===== src/rtl/cpu_control_unit.sv =====
// Execute-stage controller: owns R0..R3 and Z/C, runs one- or two-step ops keyed by the clks one-hot step.
// Control outputs are combinational in the current step; no backpressure, cpu_core paces it through state/clks.
module cpu_control_unit #(
    parameter int         STEPS      = 16,
    parameter logic [1:0] EXEC_STATE = 2'b01
) (
    input  logic             clk,
    input  logic             reset,
    input  logic [31:0]      ir,
    input  logic [STEPS-1:0] clks,
    input  logic [1:0]       state,
    output logic             inst_condition,
    output logic             end_inst,
    output logic             jmp_inst,
    output logic             hlt_inst,
    output logic [7:0]       jmp_address,
    output logic [31:0]      regs,
    output logic [1:0]       flags
);

    localparam logic [7:0] OP_NOP  = 8'h00;
    localparam logic [7:0] OP_MOVI = 8'h01;
    localparam logic [7:0] OP_MOV  = 8'h02;
    localparam logic [7:0] OP_ADD  = 8'h03;
    localparam logic [7:0] OP_SUB  = 8'h04;
    localparam logic [7:0] OP_JMP  = 8'h05;
    localparam logic [7:0] OP_JZ   = 8'h06;
    localparam logic [7:0] OP_JC   = 8'h07;
    localparam logic [7:0] OP_DJNZ = 8'h08;
    localparam logic [7:0] OP_HLT  = 8'hFF;

    logic [7:0] r [4];
    logic [8:0] temp;
    logic       z_flag;
    logic       c_flag;

    logic [7:0] opcode;
    logic [1:0] rd;
    logic [1:0] rs;
    logic [7:0] imm;
    logic [7:0] rd_val;
    logic [7:0] rs_val;
    logic       act;
    logic       step0;
    logic       step1;

    assign opcode = ir[31:24];
    assign rd     = ir[17:16];
    assign rs     = ir[9:8];
    assign imm    = ir[7:0];
    assign rd_val = r[rd];
    assign rs_val = r[rs];

    // Reset forces the idle output values even while the core still presents EXEC_STATE.
    assign act   = (state == EXEC_STATE) && !reset;
    assign step0 = act && clks[0];
    assign step1 = act && clks[1] && !clks[0];

    assign jmp_address = ir[7:0];
    assign regs        = {r[3], r[2], r[1], r[0]};
    assign flags       = {c_flag, z_flag};

    always_comb begin
        end_inst       = 1'b0;
        jmp_inst       = 1'b0;
        hlt_inst       = 1'b0;
        inst_condition = 1'b0;
        case (opcode)
            OP_ADD, OP_SUB: end_inst = step1;
            OP_JMP: begin
                jmp_inst       = step0;
                inst_condition = step0;
                end_inst       = step0;
            end
            OP_JZ: begin
                jmp_inst       = step0;
                inst_condition = step0 && z_flag;
                end_inst       = step0;
            end
            OP_JC: begin
                jmp_inst       = step0;
                inst_condition = step0 && c_flag;
                end_inst       = step0;
            end
            // Rd already holds the decremented value by step 1.
            OP_DJNZ: begin
                jmp_inst       = step1;
                inst_condition = step1 && (rd_val != 8'h00);
                end_inst       = step1;
            end
            OP_HLT: begin
                hlt_inst = step0;
                end_inst = step0;
            end
            default: end_inst = step0;
        endcase
    end

    always_ff @(posedge clk or posedge reset) begin
        if (reset) begin
            for (int i = 0; i < 4; i++) r[i] <= 8'h00;
            temp   <= 9'h000;
            z_flag <= 1'b0;
            c_flag <= 1'b0;
        end else if (step0) begin
            case (opcode)
                OP_MOVI: r[rd] <= imm;
                OP_MOV:  r[rd] <= rs_val;
                OP_ADD:  temp  <= {1'b0, rd_val} + {1'b0, rs_val};
                // Bit 8 of the 9-bit difference is the borrow.
                OP_SUB:  temp  <= {1'b0, rd_val} - {1'b0, rs_val};
                OP_DJNZ: r[rd] <= rd_val - 8'h01;
                default: ;
            endcase
        end else if (step1) begin
            if (opcode == OP_ADD || opcode == OP_SUB) begin
                r[rd]  <= temp[7:0];
                c_flag <= temp[8];
                z_flag <= (temp[7:0] == 8'h00);
            end
        end
    end

    logic unused_nop;
    assign unused_nop = (opcode == OP_NOP);

endmodule


===== config.mk =====
export PLATFORM = sky130hd
export DESIGN_NAME = cpu_control_unit
export DESIGN_NICKNAME = d
export VERILOG_FILES = /design/src/rtl/cpu_control_unit.sv
export SDC_FILE = /design/constraint.sdc
export NUM_CORES = 1
export LEC_CHECK = 0
export ABC_AREA = 1
export CORE_MARGIN = 2
export CORE_UTILIZATION = 58
export CTS_BUF_LIST = sky130_fd_sc_hd__clkbuf_8
export DETAILED_ROUTE_END_ITERATION = 10
export PLACE_DENSITY = 0.92
export SLEW_MARGIN = 10
export SYNTH_ARGS = -nofsm -noshare
export SYNTH_HDL_FRONTEND = slang
export SYNTH_SLANG_ARGS = --single-unit

===== constraint.sdc =====
create_clock -name clk -period 6.2 [get_ports clk]
set_clock_uncertainty 0.15 [all_clocks]
set_input_delay 1.86 -clock clk [delete_from_list [all_inputs] [get_ports clk]]
set_output_delay 1.86 -clock clk [all_outputs]
set_load 0.05 [all_outputs]

**Word level (Yosys, flattened, before mapping)**

Cells that the tools add are included.

- Bits in registers: 43
- Bits in latches: 0
- Bits in writable memories: 0
- ROM bits: 0
- Input port bits: 52
- Logic and storage cells: 69
- Memories: 0

- $add $sub $neg: 3
- Multiply operators: 0
- Divide/modulo/power cells: 0
- Order comparisons: 3
- Eq/ne operators: 11
- Shift operators: 0
- Mux-type cells: 21
- Bitwise logic cells: 3
- Reduce and logical (&&, ||, !) cells: 21

Operators by type and width:

| operator | number |
|---|---|
| bitwise mux 32 bit | 4 |
| 2-to-1 mux 32 bit | 3 |
| case mux 32 bit (3 select lines) | 1 |
| 2-to-1 mux 8 bit | 5 |
| binary-select mux 8 bit (select 2 bit) | 2 |
| equality test 8 x 3 -> 1 bit, second input constant | 4 |
| case mux 9 bit (2 select lines) | 1 |
| demux 8 bit (select 2 bit) | 1 |
| equality test 8 x 2 -> 1 bit, second input constant | 2 |
| adder 8 x 8 -> 9 bit | 1 |
| subtractor 8 x 8 -> 9 bit | 1 |
| equality test 8 x 1 -> 1 bit, second input constant | 1 |
| equality test 8 x 4 -> 1 bit, second input constant | 1 |
| equality test 8 bit, second input constant | 1 |
| logical AND 1 bit | 8 |
| logical NOT 8 bit | 1 |
| nonzero test 8 bit | 1 |
| subtractor 8 x 1 -> 8 bit, second input constant | 1 |
| greater-or-equal comparator 3 bit, second input constant | 2 |
| NOT 2 -> 3 bit | 2 |
| AND reduction 3 bit | 2 |
| nonzero test 2 bit | 3 |
| OR reduction 3 bit | 2 |
| inequality test 4 x 1 -> 1 bit, second input constant | 1 |
| other kinds (9) | 11 |

**Depth between registers and ports, before layout**

- Word-level depth: 9
- Mapped depth: 20

**Worst setup path after synthesis**

Ideal clock, no wire load.

- Path type: input port to output port
- Start: input port state[1]
- End: output port inst_condition
- Data arrival time: 3.817 ns
- Required time: 4.190 ns
- Slack: 0.373 ns
- Stages on the path: 6
- Path buffers: 1
- Cells stage by stage: nor3_2 -> inv_1 -> nor2_4 -> clkbuf_1 -> nand2_1 -> o21ai_0

- Word-level cells in the longest chain between the ends: 6
- Elaborated cells on any way between the ends: 9

Ends and longest elaborated chain:

| item | line | source |
|---|---|---|
| from (decl) | 11 | `input logic [1:0] state,` |
| equality test 2 x 1 -> 1 bit (*) | 55 | `assign act = (state == EXEC_STATE) && !reset;` |
| logical AND 1 bit (*) | 55 |  |
| logical AND 1 bit (2 in series) | 57 | `assign step1 = act && clks[1] && !clks[0];` |
| logical AND 1 bit | 88 | `inst_condition = step1 && (rd_val != 8'h00);` |
| case mux 1 bit (4 select lines) (*) | 68 | `case (opcode)` |
| to (decl) | 12 | `output logic inst_condition,` |

Mark *: on every way between the ends. The rest lies on a longest branch, timed or not.

**Worst setup path in the final report**

- Start: input port ir[16]
- End: output port inst_condition

- Word-level cells in the longest chain between the ends: 7

Ends and longest elaborated chain:

| item | line | source |
|---|---|---|
| from (decl) | 9 | `input logic [31:0] ir,` |
| NOT 2 -> 3 bit (implied by the code) | 51 | `assign rd_val = r[rd];` |
| binary-select mux 8 bit (select 2 bit) | 51 |  |
| 2-to-1 mux 8 bit (implied by the code) (2 in series) | 51 |  |
| nonzero test 8 bit | 88 |  |
| logical AND 1 bit | 88 |  |
| case mux 1 bit (4 select lines) | 68 |  |

Every way passes these cells. The select of a mux whose other input is x is not followed.

==> results.rst <==
.. list-table::
   :header-rows: 1

   * - Metric
     - Value
   * - Arr. time, crit path
     - 3940 ps
   * - Met3 demand-to-capacity share in global routing
     - 6.27%
   * - Global-route wire length before repair
     - 25400 µm
   * - Class of the tightest hold or removal check
     - flop to flop
   * - Register clock-pin slew on the reported worst setup and hold paths
     - 80 ps
   * - Clock latency on the worst-skew pair
     - 300 ps
   * - Number of iterations in the first detailed-routing pass
     - 6
   * - Hold Fails Final Rpt
     - 0
   * - Largest stage delay, worst path
     - 620 ps
   * - Pwr Density
     - 134 nW/µm²
   * - Critical Path Start Type
     - input pin
   * - Xor-xnor portion of the synthesized cell area
     - 1.74%
   * - Basic-gate share of the synthesized area counting and, or, nand and nor cells
     - 44.2%
   * - Cell at the slowest stage of the critical path
     - sky130_fd_sc_hd__clkdlybuf4s50_1
   * - Initial antenna violation count
     - 0
   * - RSZ-0062 raised after global routing
     - no
   * - Mapped Area
     - 4530 µm²
   * - Cell area reported after detailed placement
     - 5270 µm²
   * - Number of register bits inferred by synthesis
     - 43
   * - Overflow after GRT
     - 0
   * - Met2 usage
     - 65.3%
   * - Post-route ant nets
     - 0
   * - Number of design-rule violations left by the first detailed-router iteration
     - 533
   * - Syn Nets
     - 817
   * - Category of the worst setup path capture point
     - output pin
   * - DIE AREA
     - 8530 µm²
   * - Hold-fix buffers at CTS
     - 0
   * - Ys Warns
     - 0
   * - Yosys cell types
     - 37
   * - Post-CTS Setup Bufs
     - 0
   * - Final period demand of the worst path
     - 5950 ps
   * - Worst-case vdd ir drop
     - 0.0939 mV
   * - CTS Buffer Depth
     - 2
   * - Per-cell via count in the routed design
     - 5.81
   * - Number of I/O port buffers
     - 71
   * - Max transition margin
     - 58.4%
   * - TritonCTS clock tree
     - yes
   * - Most heavily used metal layer in global routing
     - met2
   * - Antenna cell count
     - 0
   * - Gpl congestion
     - 1.02
   * - Area growth from synthesis to layout
     - 19.0%
   * - Initial standard-cell utilization of the core
     - 59.2%
   * - Cell row count
     - 32
   * - Largest delay contributor family on the critical path
     - buffers and inverters
   * - Post-route fraction of the period consumed by the critical path
     - 96.0%
   * - PnR Total Power
     - 0.720 mW
   * - Sequential cell area fraction in the yosys report
     - 23.8%
   * - Count of pins over their slew limit
     - 0
   * - Smallest setup slack after layout
     - 249 ps
   * - Boundary Pins
     - 98
   * - Worst Hold Margin
     - 358 ps
   * - Status
     - complete, no violations
   * - Setup TNS after final layout
     - 0 ps
   * - Design area
     - 5390 µm²
   * - Number of setup violations in the final report
     - 0
   * - Required time of the critical path
     - 4190 ps
   * - Measured slew at the worst slew-check pin
     - 622 ps
   * - Horizontal die dimension
     - 92.4 µm
   * - Post-layout nets
     - 874
   * - Main combinational cell family by area after synthesis
     - simple AND/OR/NAND/NOR gates
   * - Synth Area in Compound Gates
     - 13.7%
   * - CTS Root Buffer Type
     - sky130_fd_sc_hd__clkbuf_8
   * - Max-capacitance violation count
     - 0
   * - F_max
     - 168 MHz
   * - Number of remaining DRC errors
     - 0
   * - Cell chain of the critical path
     - clkdlybuf4s50_1, buf_4, nand3_1, nand2_1, nor2_4, nand2_2, nor2_4, nand4_1, nand3_1, o21ai_0, buf_12
   * - Total core area
     - 7650 µm²
   * - Number of instances in the synthesized netlist
     - 753
   * - Met1 Use GR
     - 46.6%
   * - Post-DR wirelength/cell
     - 17.5 µm
   * - Leakage power
     - 2.87 nW
   * - Global-route usage over all layers
     - 38.4%
   * - CP Class
     - input pin to output pin
   * - Multiplexer share of the synthesized area
     - 0.249%
   * - HPWL Detailed
     - 12400 µm
   * - Total number of H-tree levels
     - 2
   * - Number of buffers and inverters on the critical path
     - 3
   * - Crit path max fanout
     - 12
   * - Post-placement worst setup slack
     - 287 ps
   * - Number of sinks driven by the clock tree
     - 43
   * - Via count of the first global-routing pass
     - 5184
   * - Num CTS Buffers
     - 5
   * - Average cell area after synthesis
     - 6.02 µm²
   * - Total detailed-routing wirelength
     - 16000 µm
   * - Die boundary height
     - 92.4 µm
   * - Pin count of the biggest net entering global routing
     - 45
   * - Post-synthesis share of cell area spent on full adders, half adders and majority gates
     - 3.48%
   * - Via count
     - 5308
   * - Quantity of gates resized following cts
     - 0
   * - Proportion of layout cells with a drive suffix above 1
     - 10.7%
worst paths after layout:
path,slack [ps],end,start,cells after the start
max in group asynchronous,3610,regs[20]$_DFFE_PP0P_,reset,3
max,250,inst_condition,ir[16],11
max reg2reg,3080,temp[8]$_DFFE_PP0P_,regs[17]$_DFFE_PP0P_,18
min in group asynchronous,1900,c_flag$_DFFE_PP0P_,reset,3
min reg2reg,360,regs[7]$_DFFE_PP0P_,regs[7]$_DFFE_PP0P_,2
min,360,regs[7]$_DFFE_PP0P_,regs[7]$_DFFE_PP0P_,2
registers in the layout, summed over array words and instances, names as in the netlist:
name / cells
regs: 32
temp: 9
c_flag: 1
z_flag: 1
tightest hold or removal path, delay by kind of cell (launching register included):
| kind | cells | cell delay, ps |
|---|---|---|
| AND/OR/NAND/NOR | 2 | 110 |
| flip-flops | 1 | 370 |
cell usage after synthesis (all sizes together):
cell	instances	share of area [%]
nor3	11	1.4
nor4	2	0.28
a21oi	46	5.1
mux2	1	0.25
dfrtp	43	24
a31oi	4	0.55
xor2	4	0.77
nand2	271	24
nor2	75	8.3
o22ai	3	0.41
or2	12	1.7
buf	26	4.5
fa	1	0.44
nand3	63	7.5
nand4	8	1.4
inv	96	8.0
ha	11	3.0
xnor2	5	0.97
o21ai	64	7.3
o211ai	2	0.33
clkbuf	5	0.41
placed cells by master (no fill, tap or decap), types with 2 or more instances in the layout:
cell type,Yosys,layout
sky130_fd_sc_hd__nand2_1,252,252
sky130_fd_sc_hd__inv_1,88,87
sky130_fd_sc_hd__clkdlybuf4s50_1,0,67
sky130_fd_sc_hd__nand3_1,60,60
sky130_fd_sc_hd__nor2_1,59,59
sky130_fd_sc_hd__o21ai_0,52,52
sky130_fd_sc_hd__a21oi_1,46,46
sky130_fd_sc_hd__dfrtp_1,43,43
sky130_fd_sc_hd__nand2_2,18,18
sky130_fd_sc_hd__or2_2,12,12
sky130_fd_sc_hd__ha_1,11,11
sky130_fd_sc_hd__nor3_1,9,9
sky130_fd_sc_hd__o21ai_1,9,9
sky130_fd_sc_hd__buf_4,10,9
sky130_fd_sc_hd__nor2_4,8,8
sky130_fd_sc_hd__inv_2,7,7
sky130_fd_sc_hd__nor2_2,7,7
sky130_fd_sc_hd__nand4_1,7,7
sky130_fd_sc_hd__clkbuf_8,0,6
sky130_fd_sc_hd__xnor2_1,5,5
sky130_fd_sc_hd__buf_12,0,5
sky130_fd_sc_hd__xor2_1,4,4
sky130_fd_sc_hd__a31oi_1,4,4
sky130_fd_sc_hd__o21ai_2,3,3
sky130_fd_sc_hd__o22ai_1,3,3
sky130_fd_sc_hd__nor3_2,2,2
sky130_fd_sc_hd__o211ai_1,2,2
sky130_fd_sc_hd__nor4_1,2,2
sky130_fd_sc_hd__nand3_2,2,2
kinds of logic after synthesis:
logic type,Yosys count
compound gates,119
xor+xnor,9
fa+ha+maj,12
mux,1
simple gates,442
flops,43
buf+inv,127
report_power, final:
part           leakage, nW  switching, mW  internal (mW)
registers            0.569        0.00624          0.284
logic                 2.24          0.126         0.0679
clock network       0.0612          0.106          0.131
total                 2.87          0.238          0.482
per-layer routing:
layer	up-vias	part of all wire (%)
li1	2495	-
met1	2389	38
met2	347	46
met3	77	9.7
met4	0	6.0
met5	-	0
metrics by stage:
stage / util (%) / std cells
2_1_floorplan: - / 753
3_3_place_gp: 69.0 / 905
3_5_place_dp: 69.0 / 905
4_1_cts: 70.5 / 913
5_1_grt: 70.5 / 913
6_report: 70.5 / 913
layout make-up:
type / instances / area [µm²]
Clock inverter: 2 / 35.0
Fill cell: 700 / 2260
Timing Repair Buffer: 81 / 838
Multi-Input combinational cell: 583 / 2870
Inverter: 96 / 363
Clock buffer: 6 / 82.6
Sequential cell: 43 / 1080
Tap cell: 102 / 128
Power figures use the tool's default switching activity.
